**src/rtl/jamma_input_ctrl_if.sv**
```systemverilog
`default_nettype none
// ============================================================================
//  Module      : jamma_input_ctrl_if
//  Description : Signal bundle between the JAMMA edge connector / on-board
//                controls and the player-input front end.
//                All signals are active-low (0 = pressed).
//  Ports       : JJOY[7:0]     shared player bus (P1 or P2, chosen by JSELECT)
//                JOYSTICK[5:0] on-board joystick, same bit order as JJOY[5:0]
//                JCOIN[1:0]    raw coin switches {P2,P1}
//                JSELECT       bus select, 0 = P1, 1 = P2
//                JOY1[7:0]     cleaned player 1 inputs
//                JOY2[7:0]     cleaned player 2 inputs
//                COIN[1:0]     stretched coin pulses {P2,P1}
//  Modports    : master - the input controller (drives JSELECT and results)
//                slave  - the board/harness side (drives the raw switches)
//  Revision    : 1.0 - initial release
// ============================================================================
interface jamma_input_ctrl_if;
  logic [7:0] JJOY;
  logic [5:0] JOYSTICK;
  logic [1:0] JCOIN;
  logic       JSELECT;
  logic [7:0] JOY1;
  logic [7:0] JOY2;
  logic [1:0] COIN;

  modport master (
    input  JJOY, JOYSTICK, JCOIN,
    output JSELECT, JOY1, JOY2, COIN
  );

  modport slave (
    output JJOY, JOYSTICK, JCOIN,
    input  JSELECT, JOY1, JOY2, COIN
  );
endinterface
`default_nettype wire

```
**src/rtl/jamma_input_ctrl.sv**
```systemverilog
`default_nettype none
// ============================================================================
//  Module      : jamma_input_ctrl
//  Description : JAMMA player-input front end. Time-multiplexes the shared
//                JJOY bus between players via JSELECT, waits a settle window,
//                samples and debounces each player, merges the on-board
//                joystick into player 1, and debounces/stretches coins.
//                Everything is active-low (0 = pressed).
//  Ports       : CLK      pixel clock, the only clock
//                RESET_N  asynchronous active-low reset
//                bus      jamma_input_ctrl_if.master
//                         (JJOY, JOYSTICK, JCOIN in; JSELECT, JOY1, JOY2,
//                          COIN out)
//  Parameters  : SETTLE    clocks after a JSELECT change before sampling (>=3)
//                DEB_COUNT consecutive differing samples to flip a bit (1..15)
//                COIN_MIN  width in clocks of each COIN low pulse
//  Macros      : JAMMA_SOCD_EN - when defined, opposing directions held
//                together (up+down, left+right) are both released at the
//                outputs.
//  Revision    : 1.0 - initial release
// ============================================================================
module jamma_input_ctrl #(
  parameter int SETTLE    = 4,
  parameter int DEB_COUNT = 3,
  parameter int COIN_MIN  = 8192
) (
  input  logic               CLK,
  input  logic               RESET_N,
  jamma_input_ctrl_if.master bus
);

  localparam int c_SW = $clog2(SETTLE + 1);
  localparam int c_DW = $clog2(DEB_COUNT + 1);
  localparam int c_CW = $clog2(COIN_MIN + 1);

  localparam logic [c_SW-1:0] c_SET_LAST  = c_SW'(SETTLE - 1);
  localparam logic [c_DW-1:0] c_DEB_LAST  = c_DW'(DEB_COUNT - 1);
  localparam logic [c_CW-1:0] c_COIN_LAST = c_CW'(COIN_MIN - 1);

  localparam logic [1:0] c_P1_SET = 2'd0;
  localparam logic [1:0] c_P1_SMP = 2'd1;
  localparam logic [1:0] c_P2_SET = 2'd2;
  localparam logic [1:0] c_P2_SMP = 2'd3;

  // Next {debounced bit, counter} for one bit given a new sample. The
  // counter is cleared on the sample that commits, so it never wraps.
  function automatic logic [c_DW:0] f_deb(input logic s, input logic d,
                                          input logic [c_DW-1:0] c);
    if (s == d)
      f_deb = {d, {c_DW{1'b0}}};
    else if (c == c_DEB_LAST)
      f_deb = {s, {c_DW{1'b0}}};
    else
      f_deb = {d, c + 1'b1};
  endfunction

  // --------------------------------------------------------------------------
  // Input synchronisers (idle high)
  // --------------------------------------------------------------------------
  logic [7:0] r_jjoy_s1, r_jjoy_s2;
  logic [5:0] r_js_s1,   r_js_s2;
  logic [1:0] r_coin_s1, r_coin_s2;

  always_ff @(posedge CLK or negedge RESET_N) begin
    if (!RESET_N) begin
      r_jjoy_s1 <= '1;
      r_jjoy_s2 <= '1;
      r_js_s1   <= '1;
      r_js_s2   <= '1;
      r_coin_s1 <= '1;
      r_coin_s2 <= '1;
    end else begin
      r_jjoy_s1 <= bus.JJOY;
      r_jjoy_s2 <= r_jjoy_s1;
      r_js_s1   <= bus.JOYSTICK;
      r_js_s2   <= r_js_s1;
      r_coin_s1 <= bus.JCOIN;
      r_coin_s2 <= r_coin_s1;
    end
  end

  // --------------------------------------------------------------------------
  // Scan sequencer. SETTLE clocks in *_SET cover the two synchroniser stages
  // plus external bus settling; *_SMP is a one-clock sample strobe.
  // --------------------------------------------------------------------------
  logic [1:0]      r_state;
  logic [c_SW-1:0] r_settle_cnt;
  logic            r_jselect;

  always_ff @(posedge CLK or negedge RESET_N) begin
    if (!RESET_N) begin
      r_state      <= c_P1_SET;
      r_settle_cnt <= '0;
      r_jselect    <= 1'b0;
    end else begin
      case (r_state)
        c_P1_SET: begin
          if (r_settle_cnt == c_SET_LAST) begin
            r_settle_cnt <= '0;
            r_state      <= c_P1_SMP;
          end else begin
            r_settle_cnt <= r_settle_cnt + 1'b1;
          end
        end
        c_P1_SMP: begin
          r_state   <= c_P2_SET;
          r_jselect <= 1'b1;
        end
        c_P2_SET: begin
          if (r_settle_cnt == c_SET_LAST) begin
            r_settle_cnt <= '0;
            r_state      <= c_P2_SMP;
          end else begin
            r_settle_cnt <= r_settle_cnt + 1'b1;
          end
        end
        c_P2_SMP: begin
          r_state   <= c_P1_SET;
          r_jselect <= 1'b0;
        end
        default: r_state <= c_P1_SET;
      endcase
    end
  end

  logic w_strobe_p1, w_strobe_p2;
  assign w_strobe_p1 = (r_state == c_P1_SMP);
  assign w_strobe_p2 = (r_state == c_P2_SMP);

  // --------------------------------------------------------------------------
  // Per-player debounce, advanced only on that player's strobe
  // --------------------------------------------------------------------------
  logic [7:0]      r_deb_p1, r_deb_p2;
  logic [c_DW-1:0] r_cnt_p1 [8];
  logic [c_DW-1:0] r_cnt_p2 [8];

  always_ff @(posedge CLK or negedge RESET_N) begin
    if (!RESET_N) begin
      r_deb_p1 <= '1;
      r_deb_p2 <= '1;
      for (int i = 0; i < 8; i++) begin
        r_cnt_p1[i] <= '0;
        r_cnt_p2[i] <= '0;
      end
    end else begin
      for (int i = 0; i < 8; i++) begin
        if (w_strobe_p1)
          {r_deb_p1[i], r_cnt_p1[i]} <= f_deb(r_jjoy_s2[i], r_deb_p1[i], r_cnt_p1[i]);
        if (w_strobe_p2)
          {r_deb_p2[i], r_cnt_p2[i]} <= f_deb(r_jjoy_s2[i], r_deb_p2[i], r_cnt_p2[i]);
      end
    end
  end

  // --------------------------------------------------------------------------
  // Coins: debounced every clock; a committed 1->0 starts a fixed-width pulse.
  // --------------------------------------------------------------------------
  logic [1:0]      r_coin_deb;
  logic [c_DW-1:0] r_coin_cnt [2];
  logic [1:0]      w_coin_deb_nxt;
  logic [c_DW-1:0] w_coin_cnt_nxt [2];
  logic [1:0]      r_coin_out;
  logic [c_CW-1:0] r_str_cnt [2];

  always_comb begin
    w_coin_deb_nxt = r_coin_deb;
    for (int i = 0; i < 2; i++) begin
      w_coin_cnt_nxt[i] = r_coin_cnt[i];
      {w_coin_deb_nxt[i], w_coin_cnt_nxt[i]} = f_deb(r_coin_s2[i], r_coin_deb[i], r_coin_cnt[i]);
    end
  end

  always_ff @(posedge CLK or negedge RESET_N) begin
    if (!RESET_N) begin
      r_coin_deb <= '1;
      r_coin_out <= '1;
      for (int i = 0; i < 2; i++) begin
        r_coin_cnt[i] <= '0;
        r_str_cnt[i]  <= '0;
      end
    end else begin
      r_coin_deb <= w_coin_deb_nxt;
      for (int i = 0; i < 2; i++) begin
        r_coin_cnt[i] <= w_coin_cnt_nxt[i];
        // While a pulse is running, new debounced edges are ignored; since
        // only a 1->0 commit starts a pulse, a held press yields one pulse.
        if (!r_coin_out[i]) begin
          if (r_str_cnt[i] == c_COIN_LAST) begin
            r_coin_out[i] <= 1'b1;
            r_str_cnt[i]  <= '0;
          end else begin
            r_str_cnt[i]  <= r_str_cnt[i] + 1'b1;
          end
        end else if (r_coin_deb[i] && !w_coin_deb_nxt[i]) begin
          r_coin_out[i] <= 1'b0;
          r_str_cnt[i]  <= '0;
        end
      end
    end
  end

  // --------------------------------------------------------------------------
  // Output stage: merge on-board joystick into P1, optional SOCD cleaning
  // --------------------------------------------------------------------------
  logic [7:0] w_joy1_nxt, w_joy2_nxt;
  logic [7:0] r_joy1, r_joy2;

  always_comb begin
    w_joy1_nxt = r_deb_p1 & {2'b11, r_js_s2};
    w_joy2_nxt = r_deb_p2;
`ifdef JAMMA_SOCD_EN
    // Opposing directions held together cancel to neutral.
    if (w_joy1_nxt[1:0] == 2'b00) w_joy1_nxt[1:0] = 2'b11;
    if (w_joy1_nxt[3:2] == 2'b00) w_joy1_nxt[3:2] = 2'b11;
    if (w_joy2_nxt[1:0] == 2'b00) w_joy2_nxt[1:0] = 2'b11;
    if (w_joy2_nxt[3:2] == 2'b00) w_joy2_nxt[3:2] = 2'b11;
`else
    // Opposing directions pass through unmodified.
`endif
  end

  always_ff @(posedge CLK or negedge RESET_N) begin
    if (!RESET_N) begin
      r_joy1 <= '1;
      r_joy2 <= '1;
    end else begin
      r_joy1 <= w_joy1_nxt;
      r_joy2 <= w_joy2_nxt;
    end
  end

  assign bus.JSELECT = r_jselect;
  assign bus.JOY1    = r_joy1;
  assign bus.JOY2    = r_joy2;
  assign bus.COIN    = r_coin_out;

endmodule
`default_nettype wire

```
**src/flat_wrapper.sv**
```systemverilog
// flat-port wrapper written by rule: the top's interface ports become plain ports
module jamma_input_ctrl_flat 
#(
  parameter int SETTLE    = 4,
  parameter int DEB_COUNT = 3,
  parameter int COIN_MIN  = 8192
)
  (CLK, RESET_N, bus_JJOY, bus_JOYSTICK, bus_JCOIN, bus_JSELECT, bus_JOY1, bus_JOY2, bus_COIN);
  jamma_input_ctrl_if bus_i ();
  input  logic CLK;
  input  logic RESET_N;
  input wire logic [$bits(bus_i.JJOY)-1:0] bus_JJOY;
  input wire logic [$bits(bus_i.JOYSTICK)-1:0] bus_JOYSTICK;
  input wire logic [$bits(bus_i.JCOIN)-1:0] bus_JCOIN;
  output wire logic [$bits(bus_i.JSELECT)-1:0] bus_JSELECT;
  output wire logic [$bits(bus_i.JOY1)-1:0] bus_JOY1;
  output wire logic [$bits(bus_i.JOY2)-1:0] bus_JOY2;
  output wire logic [$bits(bus_i.COIN)-1:0] bus_COIN;
  assign bus_i.JJOY = bus_JJOY;
  assign bus_i.JOYSTICK = bus_JOYSTICK;
  assign bus_i.JCOIN = bus_JCOIN;
  assign bus_JSELECT = bus_i.JSELECT;
  assign bus_JOY1 = bus_i.JOY1;
  assign bus_JOY2 = bus_i.JOY2;
  assign bus_COIN = bus_i.COIN;
  jamma_input_ctrl #(.SETTLE(SETTLE), .DEB_COUNT(DEB_COUNT), .COIN_MIN(COIN_MIN)) u_core (.CLK(CLK), .RESET_N(RESET_N), .bus(bus_i));
endmodule
```
**config.mk**
```make
export PLATFORM = sky130hd
export DESIGN_NAME = jamma_input_ctrl_flat
export DESIGN_NICKNAME = d
export VERILOG_FILES = /design/src/rtl/jamma_input_ctrl_if.sv /design/src/rtl/jamma_input_ctrl.sv /design/src/flat_wrapper.sv
export SDC_FILE = /design/constraint.sdc
export NUM_CORES = 1
export LEC_CHECK = 0
export ABC_AREA = 0
export ABC_CLOCK_PERIOD_IN_PS = 1700
export BUFFER_PORTS_ARGS = -buffer_cell sky130_fd_sc_hd__buf_2
export CAP_MARGIN = 20
export CORE_UTILIZATION = 48
export DETAILED_ROUTE_END_ITERATION = 16
export MAX_ROUTING_LAYER = met4
export PLACE_DENSITY_LB_ADDON = 0.08
export SYNTH_ARGS = -nofsm -noshare
export SYNTH_HDL_FRONTEND = slang
export SYNTH_SLANG_ARGS = --single-unit
```
**constraint.sdc**
```tcl
create_clock -name CLK -period 1.7 [get_ports CLK]
set_input_delay 0.085 -clock CLK [delete_from_list [all_inputs] [get_ports CLK]]
set_output_delay 0.085 -clock CLK [all_outputs]
set_load 0.02 [all_outputs]
```
==> out/metrics.yaml <==
status: "finished, violations left"
violations: "design-rule violations"
dp_hpwl_um: 5752
first_iter_violations: 201
rsz0062_at_grt: "no"
p_per_area_nw_per_um2: 1183
io_buffers: 36
start_util: 0.4957
seqCellArea_um2: 3538
grt_pass1_wl_um: 16080
netSwitchingPower_mw: 1.664
grt.overflow.total: 0
numCtsBuffers: 17
clock_skew_ns: 0.008026
wire_per_inst_um: 13.30
worstPathArrival_ns: 1.90
critPathKind: "flop to flop"
clock-root-buffer: "clkbuf_16"
multi_input_area_um2: 1947
synth.largest_area_cell: "dfstp_2"
max_slew.worst_pin.slew_ns: 0.3678
vias: 3567
io_pins: 37
clkPwrFrac: 0.481
grt_pass1_vias: 3596
synth-edff-count: 0
drv_cap: 0
htree_levels: 4
final.min_clock_period_ns: 1.556
final_max_slew_viol_count: 0
sw_frac_of_total: 0.2039
critPathLaunchType: "flop"
synth_area_um2: 5708
gp_congestion: 0.8070
p_leak_nw: 3.132
cts_setup_buffers: 0
p_seq_frac: 0.457
die_h_um: 111.1
fin_worst_hold_slack_ns: 0.1438
cp-end-kind: "flop"
die_area_um2: 12330
synth-seq-cells: 138
hold_viol: 0
peakVddDrop_uv: 693.7
post-place-ws_ns: 0.08215
grt_max_degree: 56
fin_nets: 554
netlist_instances: 463
max_freq_ghz: 0.6425
ys_types: 49
intPower_mw: 6.497
first_pass_iters: 10
pwr-share-comb: 0.062
grt_usage: 0.1724
ant_nets: 0
reg2reg_depth: 5
viasPerCell: 5.207
wirelength_um: 9109
synth.top_cell.area_share: 0.3130
fin_cells: 685
fillerInstances: 901
die_x_um: 111.1
synthFlopType: "dfrtp_1"
syn_nets: 488
tritoncts: "yes"
core_um2: 11520
drive_gt1_frac: 0.3247
max-slew-margin-rel: 0.7548
finalSetupViolCount: 0
synth_warnings: 0
path_clk_slew_ns: 0.05
place_inst: 636
antenna_cells: 0
area_growth_pct: 20.87
layout_setup_ws_ns: 0.1436
clock_latency_ns: 0.41
ctsResizeCount: 0
cts_sinks: 138
critPathMaxFanout: 10
setup_tns_ns: 0
antenna_found_initial: 0
layout_worst_path_cycle_share: 0.9155
fp-row-count: 39
synthArstFlopShare: 1.000
ys_top_cells_by_area: "dfstp_2 (31%), dfrtp_1 (31%), mux2_2 (4.1%), xor2_1 (3.4%), nand3_1 (3.3%)"
cp_data_required_time_ns: 2.04
hp-class: "input port to asynchronous set/reset pin"
clock_path_buffers: 2
ys_seq_area_frac: 0.6199
drc_errors: 4
syn_avg_cell_area_um2: 12.33
==> registers in the layout, indices dropped and copies added, names as in the netlist, 8 cells and up <==
signal and count:
u_core.r_str_cnt 28, u_core.r_cnt_p1 16, u_core.r_cnt_p2 16, u_core.bus.JOY1 8, u_core.bus.JOY2 8, u_core.r_deb_p1 8, u_core.r_deb_p2 8, u_core.r_jjoy_s1 8
u_core.r_jjoy_s2 8
==> per-layer routing <==
layer  share of wire  global-route usage  vias to the layer above
met4           0.018             0.08288                        0
li1                -                   -                     1744
met2            0.47              0.2734                       60
met1            0.47              0.2004                     1753
met5               0                   -                        -
met3           0.034             0.05358                       10
==> cell usage after synthesis (2+ instances only) <==
| library cell | number |
|---|---|
| o22ai_1 | 17 |
| o21ai_0 | 15 |
| ha_1 | 7 |
| nor2_2 | 2 |
| xnor2_1 | 5 |
| nand4_1 | 10 |
| a31oi_1 | 4 |
| nand2_1 | 36 |
| o311ai_1 | 2 |
| or3_1 | 4 |
| and2_1 | 9 |
| clkbuf_1 | 2 |
| and3_1 | 7 |
| xor2_1 | 22 |
| a22o_1 | 3 |
| mux2_2 | 21 |
| buf_1 | 3 |
| nor3b_1 | 2 |
| nand3_1 | 38 |
| buf_2 | 7 |
| nor2_1 | 10 |
| nor2b_1 | 10 |
| nor3_1 | 4 |
| mux2i_1 | 17 |
| and3_2 | 2 |
| dfrtp_1 | 70 |
| and4_1 | 6 |
| and3b_1 | 2 |
| dfstp_2 | 68 |
| a21oi_1 | 4 |
| inv_1 | 32 |
| and4bb_2 | 2 |
| buf_6 | 4 |
==> timing repair <==
item,4_1_cts,5_1_grt
hold buffers,17,0
endpoints found under the hold margin,94,0
endpoints found under the setup margin,0,3
==> final timing paths <==
kind / from / endpoint / slack [ns]
worst max register to register: u_core.r_str_cnt[0]$_DFFE_PN0P_ / u_core.r_str_cnt[7]$_DFFE_PN0P_ / 0.14
worst min-delay path: RESET_N / u_core.r_cnt_p1[6]$_DFFE_PN0P_ / 0.14
max in group asynchronous: RESET_N / u_core.bus.COIN[1]$_DFF_PN1_ / 0.91
worst max-delay path: u_core.r_str_cnt[0]$_DFFE_PN0P_ / u_core.r_str_cnt[7]$_DFFE_PN0P_ / 0.14
worst min register to register: u_core.r_js_s1[2]$_DFF_PN1_ / u_core.r_js_s2[2]$_DFF_PN1_ / 0.35
min in group CLK: bus_JOYSTICK[2] / u_core.r_js_s1[2]$_DFF_PN1_ / 0.31
==> critical path: stages (launching register included) <==
cell and delay (ns):
dfrtp_1 0.40, ha_1 0.25, and4_1 0.26, a41oi_4 0.29
nand4_1 0.14, mux2i_1 0.13
==> cell families (layout without fill, tap and decap cells) <==
family,after synthesis,in the layout,share of synthesized area
AOI/OAI and AO/OA,54,54,0.06467
xor gates and xnor gates,27,27,0.04143
adders and majority gates,7,7,0.01534
buffers and inverters,49,128,0.03902
and+or+nand+nor,150,150,0.1484
DFF,138,138,0.6199
muxes,38,38,0.07124
==> placed cells by master, fill, tap and decap left out, types with 4 or more instances in the layout <==
master	instances
dfrtp_1	70
mux2i_1	17
inv_1	32
and2_1	9
clkbuf_8	5
clkbuf_16	17
nor2_1	10
bufinv_16	4
a21oi_1	4
nor2b_1	10
mux2_2	21
nand2_1	36
o21ai_0	15
buf_2	35
dlygate4sd3_1	17
nor3_1	4
buf_4	7
a31oi_1	4
and4_1	6
clkbuf_1	4
dfstp_2	68
or3_1	4
nand3_1	38
and3_1	7
ha_1	7
xnor2_1	5
xor2_1	22
o22ai_1	17
nand4_1	10
==> power groups by stage <==
| stage | Clock [mW] | Combinational (mW) | Sequential [mW] |
|---|---|---|---|
| floorplan | 0 | 0.299 | 3.77 |
| finish | 3.93 | 0.504 | 3.73 |
| global route | 4.19 | 0.565 | 3.76 |
| global placement | 0 | 0.465 | 3.77 |
| CTS | 4.04 | 0.514 | 3.73 |
| detailed placement | 0 | 0.484 | 3.78 |
==> area by class of cell <==
| type | instances | share of cell area |
|---|---|---|
| multi-input cells | 276 | 0.2822 |
| clock inverters | 6 | 0.01922 |
| flip-flops and latches | 138 | 0.5129 |
| repair buffers | 63 | 0.06801 |
| well taps | 143 | 0.02593 |
| clock buffers | 26 | 0.07381 |
| inverters | 33 | 0.01795 |
==> metrics by stage <==
stage                     power, mW  cell area [µm²]  utilization
after floorplan               4.074             5708            -
after global routing          8.519             6899       0.5991
after detailed placement      4.262             6087       0.5286
final                         8.161             6899       0.5991
after global placement        4.235             6087       0.5286
after CTS                     8.288             6899       0.5991
No activity file was read; power rests on OpenSTA's default activity.
